==> config.mk <==
export PLATFORM = sky130hd
export DESIGN_NAME = lzc_norm_pipe
export DESIGN_NICKNAME = d
export VERILOG_FILES = /design/src/rtl/lzc_pkg.sv /design/src/rtl/lzc_seg.sv /design/src/rtl/lzc_norm_pipe.sv
export SDC_FILE = /design/constraint.sdc
export NUM_CORES = 1
export LEC_CHECK = 0
export BUFFER_PORTS_ARGS = -buffer_cell sky130_fd_sc_hd__buf_2
export CORE_MARGIN = 1.5
export CORE_UTILIZATION = 59
export DETAILED_ROUTE_END_ITERATION = 6
export PLACE_DENSITY = 0.81
export SYNTH_ARGS = -nofsm -noshare
export SYNTH_HDL_FRONTEND = slang
export SYNTH_SLANG_ARGS = --single-unit
==> constraint.sdc <==
create_clock -name clk -period 2.9 [get_ports clk]
set_input_delay 0.58 -clock clk [delete_from_list [all_inputs] [get_ports clk]]
set_output_delay 0.58 -clock clk [all_outputs]
set_load 0.005 [all_outputs]
==> src/rtl/lzc_pkg.sv <==
// lzc_pkg: sizing helpers and mode encodings shared by the leading-count
// normaliser and its segment counters.
package lzc_pkg;

    localparam logic LZC_MODE_ZEROS = 1'b0;
    localparam logic LZC_MODE_ONES  = 1'b1;

    // Bits needed to hold a count in the range 0..width inclusive.
    function automatic int cnt_w(input int width);
        return $clog2(width + 1);
    endfunction

    // Number of segments, rounding up so a partial top segment is counted.
    function automatic int num_seg(input int width, input int seg_w);
        return (width + seg_w - 1) / seg_w;
    endfunction

    // Width of the MSB-aligned top segment; a full segment when seg_w divides width.
    function automatic int top_seg_w(input int width, input int seg_w);
        return ((width % seg_w) == 0) ? seg_w : (width % seg_w);
    endfunction

    // Distance in bits from the MSB of the word to the MSB of segment k.
    function automatic int seg_offset(input int width, input int seg_w, input int k);
        return (k == 0) ? 0 : (top_seg_w(width, seg_w) + (k - 1) * seg_w);
    endfunction

endpackage

==> src/rtl/lzc_seg.sv <==
// lzc_seg: combinational leading-zero count over one segment. The caller
// inverts the data beforehand for leading-ones mode, so this block only ever
// looks for the first set bit from the MSB end.
module lzc_seg #(
    parameter int    W      = 16,
    parameter int    CW     = 5,
    parameter string FAMILY = "Agilex"
) (
    input  logic [W-1:0]  seg_data,
    output logic [CW-1:0] seg_count,
    output logic          seg_all
);

    generate
        if (FAMILY == "Stratix 10") begin : g_s10
            // Scan LSB upward; the last set bit seen is the leading one.
            always_comb begin
                seg_count = CW'(W);
                for (int i = 0; i < W; i++) begin
                    if (seg_data[i]) begin
                        seg_count = CW'(W - 1 - i);
                    end
                end
            end
        end else begin : g_agilex
            logic found;

            // Scan MSB downward and latch onto the first set bit found.
            always_comb begin
                seg_count = CW'(W);
                found     = 1'b0;
                for (int i = W - 1; i >= 0; i--) begin
                    if (!found && seg_data[i]) begin
                        seg_count = CW'(W - 1 - i);
                        found     = 1'b1;
                    end
                end
            end
        end
    endgenerate

    assign seg_all = ~|seg_data;

endmodule

==> src/rtl/lzc_norm_pipe.sv <==
// lzc_norm_pipe: two-stage leading-zero/leading-one counter and normaliser
// with valid/ready on both sides. S1 registers per-segment counts, S2 picks
// the first segment that is not all-zero and barrel-shifts the operand.
module lzc_norm_pipe
    import lzc_pkg::*;
#(
    parameter int    WIDTH  = 64,
    parameter int    TAG_W  = 8,
    parameter int    SEG_W  = 16,
    parameter string FAMILY = "Agilex",
    localparam int   CNT_W  = cnt_w(WIDTH)
) (
    input  logic             clk,
    input  logic             rst_n,
    input  logic             in_valid,
    output logic             in_ready,
    input  logic [WIDTH-1:0] in_data,
    input  logic             in_mode,
    input  logic [TAG_W-1:0] in_tag,
    output logic             out_valid,
    input  logic             out_ready,
    output logic [CNT_W-1:0] out_count,
    output logic [WIDTH-1:0] out_norm,
    output logic             out_all,
    output logic [TAG_W-1:0] out_tag
);

    localparam int NSEG = num_seg(WIDTH, SEG_W);
    localparam int SCW  = cnt_w(SEG_W);
    localparam int TOPW = top_seg_w(WIDTH, SEG_W);

    logic                      s1_v;
    logic                      s2_v;
    logic [NSEG-1:0][SCW-1:0]  s1_cnt;
    logic [NSEG-1:0]           s1_all;
    logic [WIDTH-1:0]          s1_data;
    logic [TAG_W-1:0]          s1_tag;

    logic [WIDTH-1:0]          s1_src;
    logic [NSEG-1:0][SCW-1:0]  seg_cnt;
    logic [NSEG-1:0]           seg_all;

    logic                      s2_open;
    logic                      in_fire;
    logic                      s1_move;

    logic [CNT_W-1:0]          s2_cnt_d;
    logic [WIDTH-1:0]          s2_norm_d;
    logic                      s2_all_d;

    // S2 can take new data when it is empty or its result leaves this cycle;
    // S1 can then take new data when it is empty or it moves into S2.
    assign s2_open  = !s2_v || out_ready;
    assign in_ready = !s1_v || s2_open;
    assign in_fire  = in_valid && in_ready;
    assign s1_move  = s1_v && s2_open;

    // Leading-ones mode reuses the zero counters on the inverted operand.
    assign s1_src = in_data ^ {WIDTH{in_mode == LZC_MODE_ONES}};

    generate
        for (genvar k = 0; k < NSEG; k++) begin : g_seg
            localparam int SW = (k == 0) ? TOPW : SEG_W;
            localparam int HI = WIDTH - 1 - seg_offset(WIDTH, SEG_W, k);

            lzc_seg #(
                .W      (SW),
                .CW     (SCW),
                .FAMILY (FAMILY)
            ) u_seg (
                .seg_data  (s1_src[HI -: SW]),
                .seg_count (seg_cnt[k]),
                .seg_all   (seg_all[k])
            );
        end
    endgenerate

    // Stage occupancy: S1 refills or drains, S2 follows S1 whenever it is open.
    always_ff @(posedge clk or negedge rst_n) begin
        if (!rst_n) begin
            s1_v <= 1'b0;
            s2_v <= 1'b0;
        end else begin
            s1_v <= in_fire || (s1_v && !s2_open);
            if (s2_open) begin
                s2_v <= s1_v;
            end
        end
    end

    // S1 payload: segment counts, segment-empty flags and the raw operand.
    always_ff @(posedge clk or negedge rst_n) begin
        if (!rst_n) begin
            s1_cnt  <= '0;
            s1_all  <= '0;
            s1_data <= '0;
            s1_tag  <= '0;
        end else if (in_fire) begin
            s1_cnt  <= seg_cnt;
            s1_all  <= seg_all;
            s1_data <= in_data;
            s1_tag  <= in_tag;
        end
    end

    // Pick the most significant segment that still holds a set bit.
    always_comb begin
        s2_cnt_d = CNT_W'(WIDTH);
        for (int k = NSEG - 1; k >= 0; k--) begin
            if (!s1_all[k]) begin
                s2_cnt_d = CNT_W'(seg_offset(WIDTH, SEG_W, k)) + CNT_W'(s1_cnt[k]);
            end
        end
    end

    assign s2_norm_d = s1_data << s2_cnt_d;
    assign s2_all_d  = &s1_all;

    // S2 result registers, which are the block outputs and hold while stalled.
    always_ff @(posedge clk or negedge rst_n) begin
        if (!rst_n) begin
            out_count <= '0;
            out_norm  <= '0;
            out_all   <= 1'b0;
            out_tag   <= '0;
        end else if (s1_move) begin
            out_count <= s2_cnt_d;
            out_norm  <= s2_norm_d;
            out_all   <= s2_all_d;
            out_tag   <= s1_tag;
        end
    end

    assign out_valid = s2_v;

endmodule
# After elaboration in Yosys (flattened, before gate mapping)
# Cells that the tools add are included.
dict set report word_totals {
  in_bits 77
  word_cells 284
  register_bits 178
}
dict set report classes {
  muxes 128
  bitwise 1
  addsub 3
  reduce_logical 138
  n_shift 1
}
# cell n
set op_table {}
lappend op_table {{5-bit two-way mux} 64}
lappend op_table {{1-bit zero test} 67}
lappend op_table {{16-bit OR reduction} 4}
lappend op_table {{64-bit by 7-bit left shift with 64-bit output} 1}
lappend op_table {{64-bit bitwise XOR} 1}
lappend op_table {{1-bit logical AND} 63}
lappend op_table {{1-bit two-way mux} 60}
lappend op_table {{7-bit two-way mux} 4}
lappend op_table {{6-bit by 5-bit adder with 7-bit output, first input constant} 2}
lappend op_table {{5-bit by 5-bit adder with 6-bit output, first input constant} 1}
lappend op_table {{4-bit AND reduction} 1}
lappend op_table {{1-bit logical OR} 3}

# Logic depth before layout (Yosys ltp)
dict set report logic_depth {
  depth_word 47
  depth_mapped 12
  depth_no_buf 8
}

# By module
# A second synthesis with hierarchy kept.
dict set report hier_totals {
  hier_cells 1175
  area_unflattened_um2 11803.8
}
# module n_inst cells_per_inst area_per_inst_um2
set modules_own_cells {}
lappend modules_own_cells {lzc_norm_pipe 1 1035 10918.0}
lappend modules_own_cells {lzc_seg 4 35 221.5}

# Worst setup path before layout
# No wires, ideal clock.
dict set report synth_timing {
  path_kind {register to register}
  startpoint {register s1_all[2]}
  endpoint {register out_norm[34]}
  required_time_ns 2.775
  setup_ns 0.125
  n_path_buf 1
  stages_incl_launch_ff 10
  slack_ns 0.382
  t_arrival_ns 2.393
  cell_sequence {dfrtp_1 and3b_1 o311a_4 buf_6 mux2_1 mux4_2 nor2_2 a211oi_1 a311oi_1 o21ai_1}
}
dict set report synth_via {
  elab_chain_len 4
}
# item line
set synth_rtl {}
lappend synth_rtl {{start, declared} lzc_norm_pipe.sv:35} ;# logic [NSEG-1:0] s1_all;
lappend synth_rtl {{start signal, assigned} lzc_norm_pipe.sv:100} ;# s1_all <= seg_all;
lappend synth_rtl {{7-bit two-way mux (3 in a row)} lzc_norm_pipe.sv:110} ;# if (!s1_all[k]) begin
lappend synth_rtl {{64-bit by 7-bit left shift with 64-bit output} lzc_norm_pipe.sv:116} ;# assign s2_norm_d = s1_data << s2_cnt_d;
lappend synth_rtl {{end signal, assigned} lzc_norm_pipe.sv:128} ;# out_norm <= s2_norm_d;
lappend synth_rtl {{end, declared} lzc_norm_pipe.sv:23} ;# output logic [WIDTH-1:0] out_norm,
# Every way passes these cells.
# A chain may end at the register's enable or synchronous reset.

# Worst setup path after layout
dict set report layout_timing {
  startpoint {register s1_all[1]}
  endpoint {register out_norm[45]}
}
dict set report layout_via {
  elab_chain_len 3
}
# item line
set layout_rtl {}
lappend layout_rtl {{7-bit two-way mux (2 in a row)} lzc_norm_pipe.sv:110}
lappend layout_rtl {{64-bit by 7-bit left shift with 64-bit output} lzc_norm_pipe.sv:116}
# Every way passes these cells.

==> results.ini <==
[cells_and_area]
fillCellCount = 1485
multi_input_area_mm2 = 0.00759
register_area_mm2 = 0.00446
area_growth_pct = 25.0
fin_nets = 1774
insertedDiodeCount = 0
drive_gt1_share_pct = 30.0
postLayoutCoreUtil_pct = 75.4
stdcell_area_mm2 = 0.0154

[worst_setup_path]
crit_buf_inv = 3
path_cells = or3b_4, buf_4, o311ai_4, buf_4, buf_8, nand2_1, a32oi_1, nand2_1, a21oi_2, nand2_1, a31oi_1
critPathCaptureType = flip-flop
worst_path_max_delay_cell = dfrtp_2
critPathMostFrequentCell = nand2_1
cp.required_ns = 3.27
critPathArrivalTime_ns = 3.26
cp_top_family = simple AND/OR/NAND/NOR gates
max_stage_delay_ns = 0.49
worstPathMaxFanout = 28
start_kind = flip-flop
crit_type = reg -> reg

[place]
port_buffers = 158
hpwl_um = 32600
place_congestion = 1.03
pre_cts_slack_ns = -0.0913
place_area_mm2 = 0.0143

[pwr]
leakage_nw = 6.95
switching_share_pct = 37.9
p_seq_share_pct = 36.1
combinationalPowerShare_pct = 39.9
ir_drop_mv = 0.474
total_power_w = 0.00944
clkPwrFrac_pct = 24.0
power_density_mw_per_mm2 = 614
power.switching_w = 0.00358
internal-power_w = 0.00586

[floorplan]
start_util_pct = 60.3
fp.dieW_um = 147
die-area_mm2 = 0.0217
rows = 52
core_mm2 = 0.0204
dieHeight_um = 147
ios = 159

[routing]
top_layer = met4
num_vias = 13100
wire_per_inst_um = 22.5
ant_nets = 0
wl_met1_um = 17800
routed-wl-met2_um = 19500
vias_per_cell = 6.63
wl_met3_um = 4480
first_pass_iters = 7
dr.first_iter.drc_count = 1617
wirelength_um = 44500
drt_drc_violations_left = 0

[global_route]
gr-total-overflow = 0
grt_first_pass_wirelength_um = 67500
antenna_found_initial = 0
grt_usage_pct = 40.1
grt_max_degree = 71
first_global_vias = 12000

[synth]
synth_top_flop_cell = dfrtp_1
async_flop_share_pct = 100
synth_top_area_cell = dfrtp_1
ys_seq_elements = 178
synth_edf_count = 0
seq_area_frac_synth_pct = 36.2
syn_nets = 1519
syn_area_mm2 = 0.0123
yosys.area.top_type_share_pct = 36.2
yosys-top-cells-area = dfrtp_1, mux2i_1, nand2_1
synth_warnings = 0
netlist_instances = 1442
avgSynthCellArea_um2 = 8.52
synth_cell_types = 74

[sta]
final-setup-viol-count = 0
drv_slew = 0
post-route-min-period_ns = 2.89
fin_crit_sh_pct = 99.6
rsz0062_at_grt = true
hold_viol = 0
skew_ns = 0.0129
tightestPinTransition_ns = 0.677
fin_ws_ns = 0.0127
slew_headroom_pct = 54.9
max_freq_ghz = 0.346

[status]
status = complete, no violations

[cts]
clockRootBuffer = clkbuf_16
clock-sinks = 178
cts_tree = built
cts.clk_slew.worst_paths_ns = 0.08
cts.path.max_buffers = 2
cts.hold.buffers_added = 0
numCtsBuffers = 17
clock_latency_ns = 0.45
htreeDepth = 4

[hold_path]
worstHoldPathType = in -> async

[flow_run]
cap_violations = 0

-- layout by cell type (no fill, tap or decap), drive strengths merged, types with 7 or more instances in the layout --
cell type / synthesis / layout
a21oi: 81 / 81
o21ai: 102 / 102
a21o: 7 / 7
a32oi: 11 / 11
o211ai: 10 / 10
clkbuf: 54 / 21
a22o: 19 / 19
nor2: 109 / 109
mux2i: 123 / 123
a211oi: 13 / 13
a221oi: 11 / 11
buf: 46 / 330
a22oi: 49 / 49
dfrtp: 178 / 178
a221o: 11 / 11
inv: 20 / 24
and3: 15 / 15
a31oi: 18 / 18
nor3: 37 / 37
nand3: 40 / 40
o22ai: 33 / 33
or3: 12 / 12
mux2: 74 / 74
nand2: 267 / 267
nor4: 7 / 7
-- cell type report --
class                   count  share of cell area [%]
clock buffers              19                    2.82
multi-input cells        1148                    49.4
flip-flops and latches    178                    29.0
inverters                  20                   0.489
well taps                 270                    2.20
clock inverters            13                   0.831
repair buffers            332                    15.2
-- cell usage after synthesis (all sizes together) (11+ instances only) --
master,count
nand2,267
nand3,40
a221o,11
o21ai,102
a21oi,81
a22o,19
and3,15
nor2,109
or3,12
dfrtp,178
a211oi,13
a22oi,49
a31oi,18
a32oi,11
clkbuf,54
a221oi,11
nor3,37
inv,20
mux2,74
mux2i,123
buf,46
o22ai,33
-- timing repair --
item                                    4_1_cts  5_1_grt
endpoints found under the setup margin       16       40
buffers inserted                              3       10
pin swaps                                     1       17
resized for setup                             8       64
cloned                                        1        5
-- state kept, by name, summed over array words and instances, names as in the netlist --
signal / flops
s1_cnt: 20
out_norm: 64
s1_tag: 8
s1_v: 1
out_tag: 8
out_count: 7
out_valid: 1
s1_all: 4
out_all: 1
s1_data: 64
-- kinds of logic (layout without fill, tap and decap cells) --
family / after synthesis / after routing / synth area share [%]
flip-flops: 178 / 178 / 36.2
multiplexers: 199 / 199 / 17.4
AO/OA/AOI/OAI: 418 / 422 / 22.9
AND/OR/NAND/NOR: 527 / 527 / 18.6
buffers and inverters: 120 / 384 / 4.76
-- path summary, 6_finish.rpt --
check | start | endpoint | slack [ns] | cells past startpoint
setup / recovery | s1_all[1] | out_norm[45] | 0.01 | 11
hold / removal | rst_n | out_count[3] | 0.05 | 1
setup reg to reg | s1_all[1] | out_norm[45] | 0.01 | 11
hold reg to reg | s1_tag[3] | out_tag[3] | 0.47 | 2
max in group asynchronous | rst_n | s1_all[0] | 2.10 | 2
min in group clk | in_tag[2] | s1_tag[2] | 0.36 | 2
-- through the flow --
stage,instances,setup TNS [ns],hold WS (ns)
after global routing,1980,-0.158,0.0967
after floorplan,1442,0,0.284
final,1980,0,0.0533
after detailed placement,1929,-0.437,0.453
after CTS,1965,0,0.0725
after global placement,1929,-0.0455,0.438
-- power by group through the flow --
stage               clock, W  sequential [W]  combinational (W)
finish               0.00226         0.00341            0.00377
global route         0.00237         0.00345            0.00401
CTS                  0.00225         0.00338            0.00350
detailed placement         0         0.00342            0.00346
global placement           0         0.00340            0.00340
floorplan                  0         0.00331            0.00190
-- metal layers --
layer | global-route usage [%] | vias to the layer above
met1 | 55.0 | 6169
met4 | 22.9 | 0
met2 | 60.1 | 887
li1 | - | 5864
met3 | 7.02 | 205
met5 | 0 | -
Power figures use the tool's default switching activity.
